[src/rtl/adder_arbiter_pkg.sv]
// Shared definitions for the two-requester arbitrated adder: state encoding,
// default widths and the round-robin winner selection.
package adder_arbiter_pkg;

  localparam int DEF_WIDTH = 16;
  localparam int DEF_CNT_W = 8;

  typedef enum logic [1:0] {
    IDLE = 2'b00,
    EXEC = 2'b01,
    DONE = 2'b10
  } state_e;

  // A lone requester always wins; on a tie the one that did not win last time goes.
  function automatic logic pick_winner(input logic req0, input logic req1, input logic last);
    if (req0 && req1) begin
      return ~last;
    end
    return req1;
  endfunction

endpackage

[src/rtl/adder_arbiter_add16.sv]
// WIDTH-bit ripple-carry adder with carry-out; purely combinational.
module add16 #(
  parameter int WIDTH = 16
) (
  input  logic [WIDTH-1:0] a_i,
  input  logic [WIDTH-1:0] b_i,
  output logic [WIDTH-1:0] sum_o,
  output logic             carry_o
);

  logic c;

  always_comb begin
    c     = 1'b0;
    sum_o = '0;
    for (int i = 0; i < WIDTH; i++) begin
      sum_o[i] = a_i[i] ^ b_i[i] ^ c;
      c        = (a_i[i] & b_i[i]) | (c & (a_i[i] ^ b_i[i]));
    end
    carry_o = c;
  end

endmodule

[src/rtl/adder_arbiter.sv]
// Round-robin arbiter between two requesters sharing one adder; each granted
// operation runs IDLE -> EXEC -> DONE and presents its sum for one cycle.
module adder_arbiter
  import adder_arbiter_pkg::*;
#(
  parameter int WIDTH = DEF_WIDTH,
  parameter int CNT_W = DEF_CNT_W
) (
  input  logic             CLK,
  input  logic             RST,
  input  logic             REQ0,
  input  logic [WIDTH-1:0] A0,
  input  logic [WIDTH-1:0] B0,
  input  logic             REQ1,
  input  logic [WIDTH-1:0] A1,
  input  logic [WIDTH-1:0] B1,
  output logic             GNT0,
  output logic             GNT1,
  output logic [WIDTH-1:0] OUTPUT_DATA,
  output logic             CARRY,
  output logic             VALID,
  output logic             RES_ID,
  output logic             BUSY,
  output logic [CNT_W-1:0] OP_COUNT
);

  state_e             state_q, state_d;
  logic               win_q, win_d;
  logic               last_q, last_d;
  logic [WIDTH-1:0]   a_q, a_d;
  logic [WIDTH-1:0]   b_q, b_d;
  logic [WIDTH-1:0]   sum_q, sum_d;
  logic               carry_q, carry_d;
  logic               res_id_q, res_id_d;
  logic [CNT_W-1:0]   cnt_q, cnt_d;

  logic [WIDTH-1:0]   add_sum;
  logic               add_carry;

  add16 #(
    .WIDTH(WIDTH)
  ) u_add (
    .a_i    (a_q),
    .b_i    (b_q),
    .sum_o  (add_sum),
    .carry_o(add_carry)
  );

  always_comb begin
    state_d  = state_q;
    win_d    = win_q;
    last_d   = last_q;
    a_d      = a_q;
    b_d      = b_q;
    sum_d    = sum_q;
    carry_d  = carry_q;
    res_id_d = res_id_q;
    cnt_d    = cnt_q;

    case (state_q)
      IDLE: begin
        if (REQ0 || REQ1) begin
          win_d   = pick_winner(REQ0, REQ1, last_q);
          a_d     = win_d ? A1 : A0;
          b_d     = win_d ? B1 : B0;
          state_d = EXEC;
        end
      end
      EXEC: begin
        sum_d    = add_sum;
        carry_d  = add_carry;
        res_id_d = win_q;
        state_d  = DONE;
      end
      DONE: begin
        // Fairness pointer only moves once the result has actually been delivered.
        last_d  = win_q;
        cnt_d   = cnt_q + CNT_W'(1);
        state_d = IDLE;
      end
      default: begin
        state_d = IDLE;
      end
    endcase
  end

  always_ff @(posedge CLK) begin
    if (!RST) begin
      state_q  <= IDLE;
      win_q    <= 1'b0;
      last_q   <= 1'b1;
      a_q      <= '0;
      b_q      <= '0;
      sum_q    <= '0;
      carry_q  <= 1'b0;
      res_id_q <= 1'b0;
      cnt_q    <= '0;
    end else begin
      state_q  <= state_d;
      win_q    <= win_d;
      last_q   <= last_d;
      a_q      <= a_d;
      b_q      <= b_d;
      sum_q    <= sum_d;
      carry_q  <= carry_d;
      res_id_q <= res_id_d;
      cnt_q    <= cnt_d;
    end
  end

  // The grant pulse is the EXEC cycle, so only one requester can ever see it.
  assign GNT0        = (state_q == EXEC) && !win_q;
  assign GNT1        = (state_q == EXEC) && win_q;
  assign VALID       = (state_q == DONE);
  assign BUSY        = (state_q != IDLE);
  assign OUTPUT_DATA = sum_q;
  assign CARRY       = carry_q;
  assign RES_ID      = res_id_q;
  assign OP_COUNT    = cnt_q;

endmodule
[config.mk]
export PLATFORM = sky130hd
export DESIGN_NAME = adder_arbiter
export DESIGN_NICKNAME = d
export VERILOG_FILES = /design/src/rtl/adder_arbiter_pkg.sv /design/src/rtl/adder_arbiter_add16.sv /design/src/rtl/adder_arbiter.sv
export SDC_FILE = /design/constraint.sdc
export NUM_CORES = 1
export LEC_CHECK = 0
export ABC_AREA = 1
export BUFFER_PORTS_ARGS = -buffer_cell sky130_fd_sc_hd__clkbuf_2
export CAP_MARGIN = 20
export CORE_UTILIZATION = 30
export DETAILED_ROUTE_END_ITERATION = 10
export GPL_ROUTABILITY_DRIVEN = 0
export GPL_TIMING_DRIVEN = 1
export SYNTH_ARGS = -nofsm -noshare
export SYNTH_HDL_FRONTEND = slang
export SYNTH_SLANG_ARGS = --single-unit
[constraint.sdc]
create_clock -name CLK -period 8.95 [get_ports CLK]
set_input_delay 1.79 -clock CLK [delete_from_list [all_inputs] [get_ports CLK]]
set_output_delay 1.79 -clock CLK [all_outputs]
set_load 0.01 [all_outputs]
Word-level counts from Yosys, hierarchy flattened
Cells that the tools add are included.

operators by class
  add/sub/neg operators = 1
  multiply operators = 0
  divide/modulo/power cells = 0
  magnitude comparators = 0
  equality and inequality tests = 3
  shift operators = 0
  mux-type cells = 11
  bitwise operators = 78
  reductions and logical operators = 8

operators by type and width
  kind                   count
  $mux W16               2
  $and A1 B1 Y1          31
  $xor A1 B1 Y1          31
  $or A1 B1 Y1           15
  $add A8 B1 Y8 const B  1
  $mux W1                7
  $pmux W2 S2            1
  $logic_and A1 B1 Y1    3
  $eq A2 B1 Y1 const B   1
  $eq A2 B2 Y1 const B   1
  $logic_not A2 Y1       1
  $mux W2                1
  $ne A2 B2 Y1 const B   1
  $reduce_and A2 Y1      1
  $reduce_bool A2 Y1     1
  $logic_not A1 Y1       1
  $logic_or A1 B1 Y1     1
  $not A1 Y1             1

storage, ports and cells
  register bits = 62
  latch bits = 0
  bits in writable memories = 0
  bits in read-only memories = 0
  input port bits = 68
  output and inout bits = 30
  logic and storage cells = 110
  memories = 0

Depth between registers and ports, before layout
  depth after elaboration = 31
  gate-level depth with buffers = 20
  depth with buffers taken out = 20

Hierarchy
From an unflattened synthesis, not the netlist that was laid out.

unflattened totals
  cell total of the unflattened synthesis = 453
  area total of the unflattened synthesis = 3203.1 sq um

by module, submodules not included
  module         times used  cells an instance  area each (sq um)  seq. area each (sq um)
  adder_arbiter  1           427                2852.7             1241.2
  add16          1           26                 350.3              0.0

Least setup slack after synthesis
OpenSTA, ideal clock, no wires.

  kind = reg2reg
  start point = register a_q[0]
  end point = register sum_q[15], in the netlist OUTPUT_DATA[15]
  library setup time = 0.070 ns
  arrival time = 6.183 ns
  required time = 8.880 ns
  path slack = 2.697 ns
  stages on the path, launching flop included = 21
  path buffers = 0
  period minus slack after synthesis = 6.253 ns
  cell sequence = dfxtp_1 ha_1 inv_1 fa_1 inv_1 fa_1 fa_1 fa_1 fa_1 fa_1 fa_1 fa_1 fa_1 fa_1 fa_1 fa_1 fa_1 fa_1 inv_1 fa_1 a21oi_1

between the ends
  word-level cells in the longest chain between the ends = 30

ends and longest elaborated chain
  element                     RTL line                   text
  start: declaration          adder_arbiter.sv:30        logic [WIDTH-1:0] a_q, a_d;
  start signal: assignment    adder_arbiter.sv:92        a_q <= '0;
  start signal: assignment    adder_arbiter.sv:102       a_q <= a_d;
  $and A1 B1 Y1 (2 in a row)  adder_arbiter_add16.sv:18  c = (a_i[i] & b_i[i]) | (c & (a_i[i] ^ b_i[i]));
  $or A1 B1 Y1                adder_arbiter_add16.sv:18
  $and A1 B1 Y1               adder_arbiter_add16.sv:18
  $or A1 B1 Y1                adder_arbiter_add16.sv:18
  $and A1 B1 Y1               adder_arbiter_add16.sv:18
  $or A1 B1 Y1                adder_arbiter_add16.sv:18
  $and A1 B1 Y1               adder_arbiter_add16.sv:18
  $or A1 B1 Y1                adder_arbiter_add16.sv:18
  [13 not listed]             -
  $or A1 B1 Y1                adder_arbiter_add16.sv:18
  $and A1 B1 Y1               adder_arbiter_add16.sv:18
  $or A1 B1 Y1                adder_arbiter_add16.sv:18
  $and A1 B1 Y1               adder_arbiter_add16.sv:18
  $or A1 B1 Y1                adder_arbiter_add16.sv:18
  $and A1 B1 Y1               adder_arbiter_add16.sv:18
  $or A1 B1 Y1                adder_arbiter_add16.sv:18
  $xor A1 B1 Y1               adder_arbiter_add16.sv:17  sum_o[i] = a_i[i] ^ b_i[i] ^ c;
  end signal: assignment      adder_arbiter.sv:104       sum_q <= sum_d;
  end: declaration            adder_arbiter.sv:32        logic [WIDTH-1:0] sum_q, sum_d;

Every way passes these cells.
A chain may end at the register's enable or synchronous reset.

Final worst setup path
Same ends and word-level chain as after synthesis.

==> impl_metrics.yaml <==
floorplan:
  io_pins: 98
  rows: 35
  core_mm2: 0.009371
  die_x_um: 101.2
  initial_core_util_pct: 31.48
  dieArea_mm2: 0.01024
  fp.dieH_um: 101.2
clock_tree:
  htree_levels: 3
  clock_latency_ns: 0.33
  clock-root-buffer: "clkbuf_8"
  hold_buffers: 0
  cts_tree: "built"
  clock_sinks: 62
  cts_buffers: 9
  postCtsResizedCells: 0
  cts_buffer_depth: 2
  clk_pin_slew_ns: 0.07
  post_cts_buffers: 0
route:
  drcViolationCount: 0
  postRouteAntennaNets: 0
  wl_met1_um: 3581
  vias: 2730
  dr_wl_met3_um: 445
  wire_per_inst_um: 12.19
  top_layer_used: "met4"
  vias_per_cell: 4.535
  dr_wl_met2_um: 3201
  drt-total-wl_um: 7340
  drtIter0Drc: 105
  drt_first_pass_iters: 4
power_and_ir_drop:
  vdd_drop_max_uv: 61.28
  pwr-share-seq_pct: 45.7
  combPwrFrac_pct: 19.3
  finalPower_uw: 704.8
  power_leakage_nw: 1.770
  power_frac_clock_pct: 34.9
  switching_power_uw: 202.5
  swShare_pct: 28.72
  intPower_uw: 502.4
  p_per_area_mw_per_mm2: 190.0
yosys:
  synth_seq_area_share_pct: 42.07
  ys.warnings.count: 0
  yosys.cell_count.top_type: "nor2_1"
  synth-edff-count: 0
  netlist_area_mm2: 0.002950
  post_synth.cell_area_avg_um2: 7.703
  ys_top_cells_by_area: "dfxtp_1 (42%), fa_1 (10%), nor2_1 (10%)"
  synth_seq_cells: 62
  ys_top_cells_by_count: "nor2_1 (80), dfxtp_1 (62), nand2_1 (48)"
  postSynth.asyncResetShare_pct: 0
  synth_nets: 468
  synthFlopType: "dfxtp_1"
  synthCells: 383
  synth_top_area_share_pct: 42.07
  synth_cell_type_count: 22
  synth_area_leader_cell: "dfxtp_1"
setup_path:
  cpMostUsedCell: "fa_1"
  worstSetupPathType: "reg -> reg"
  cp_max_fo: 2
  worstPathCellList: "ha_1 -> inv_1 -> fa_1 -> inv_1 -> fa_1 -> fa_1 -> fa_1 -> fa_1 -> fa_1 -> fa_1 -> fa_1 -> fa_1 -> fa_1 -> fa_1 -> fa_1 -> fa_1 -> fa_1 -> inv_1 -> fa_1 -> a21oi_1"
  critPathLaunchType: "flip-flop"
  crit_family: "adder cells"
  cp.arrival_ns: 6.84
  cpMaxStageDelayCell: "fa_1"
  end_kind: "flip-flop"
  path_buf_inv: 3
  critical_path_required_ns: 9.21
  cpPeakStageDelay_ns: 0.42
timing:
  hold_viol_final: 0
  timing.final.crit_share_pct: 73.45
  finalSetupTns_ns: 0
  grt_setup_unrepaired: "no"
  max_freq_mhz: 152.1
  finalSetupViolCount: 0
  skew_ns: 0.002189
  maxSlewHeadroom_pct: 33.60
  drv_slew: 0
  fin_crit_ns: 6.574
  worst_pin_slew_ns: 0.9961
final_layout:
  area_growth_pct: 25.74
  nNetsFinal: 553
  antennaDiodeCount: 0
  drive_above_1_share_pct: 25.79
outcome:
  outcome: "completed"
global_route:
  grt_max_degree: 67
  grt_overflow_total: 0
  grt_antenna_before_repair: 0
  grt_use_total_pct: 15.07
  grt_pass1_wl_um: 11830
  grt_pass1_vias: 2490
run:
  cap_viol_max_count: 0
worst_hold_path:
  hp-class: "reg -> reg"
placement:
  hpwlAfterDp_um: 5146
  port-buffer-count: 97
power by group through the flow:
stage          registers (mW)  clock network [mW]  logic (mW)
6_report                0.322               0.246       0.136
4_1_cts                 0.323               0.254       0.135
5_1_grt                 0.326               0.267       0.157
3_3_place_gp            0.328                   0       0.133
3_5_place_dp            0.329                   0       0.134
2_1_floorplan           0.329                   0      0.0890
cell usage in the layout (no fill, tap or decap), types with 3 or more instances in the layout:
cell	n
fa_1	15
nor2_1	80
nand3_1	37
dfxtp_1	62
inv_2	3
inv_1	12
a21oi_1	39
o21ai_1	8
clkbuf_8	11
o21ai_0	44
clkinv_2	3
nand2_1	48
clkbuf_2	97
cell type report:
class,instances,area [µm²]
Fill cell,1039,5662
Timing Repair Buffer,100,548.0
Clock buffer,12,155.1
Sequential cell,62,1241
Multi-Input combinational cell,280,1503
Tap cell,129,161.4
Clock inverter,4,45.04
Inverter,15,56.30
metrics by stage:
step | hold slack, ns | cells | worst slack, ns | utilization [%] | area (µm²)
CTS | 0.4888 | 600 | 2.355 | 39.00 | 3655
finish | 0.4890 | 602 | 2.376 | 39.59 | 3710
global route | 0.5454 | 602 | 2.067 | 39.59 | 3710
detailed placement | 0.4696 | 584 | 2.367 | 36.86 | 3455
global placement | 0.4682 | 584 | 2.463 | 36.86 | 3455
floorplan | 0.4459 | 383 | 2.697 | - | 2950
tightest hold or removal path: stages, from the launching register on:
cell and delay, ns:
dfxtp_1 0.33, nand2_1 0.05, o211ai_1 0.07
logic make-up (layout without fill, tap and decap cells):
| logic type | count (synthesis) | in the layout | synth area share [%] |
|---|---|---|---|
| AO/OA/AOI/OAI | 92 | 92 | 15.69 |
| XOR/XNOR | 1 | 1 | 0.2969 |
| adder cells (fa/ha/maj) | 17 | 17 | 11.03 |
| buffers and inverters | 41 | 131 | 6.997 |
| flip-flops | 62 | 62 | 42.07 |
| AND/OR/NAND/NOR | 170 | 170 | 23.92 |
per-layer routing:
| metal | GRT usage (%) | up-vias |
|---|---|---|
| li1 | - | 1422 |
| met1 | 20.01 | 1210 |
| met2 | 23.70 | 88 |
| met3 | 3.520 | 10 |
| met4 | 6.020 | 0 |
| met5 | 0 | - |
state kept, by name, indices dropped and copies added, names as in the netlist:
| register | count |
|---|---|
| CARRY | 1 |
| OP_COUNT | 8 |
| OUTPUT_DATA | 16 |
| RES_ID | 1 |
| a_q | 16 |
| b_q | 16 |
| last_q | 1 |
| state_q | 2 |
| win_q | 1 |
final timing paths:
| path | from | end | slack, ns | cells after the start |
|---|---|---|---|---|
| worst max-delay path | a_q[0]$_SDFFE_PN0P_ | OUTPUT_DATA[15]$_SDFFE_PN0N_ | 2.38 | 20 |
| worst min-delay path | last_q$_SDFFE_PN1P_ | last_q$_SDFFE_PN1P_ | 0.49 | 2 |
| worst min register to register | last_q$_SDFFE_PN1P_ | last_q$_SDFFE_PN1P_ | 0.49 | 2 |
| worst max register to register | a_q[0]$_SDFFE_PN0P_ | OUTPUT_DATA[15]$_SDFFE_PN0N_ | 2.38 | 20 |
Note: power is estimated with default switching activity, not from simulation.
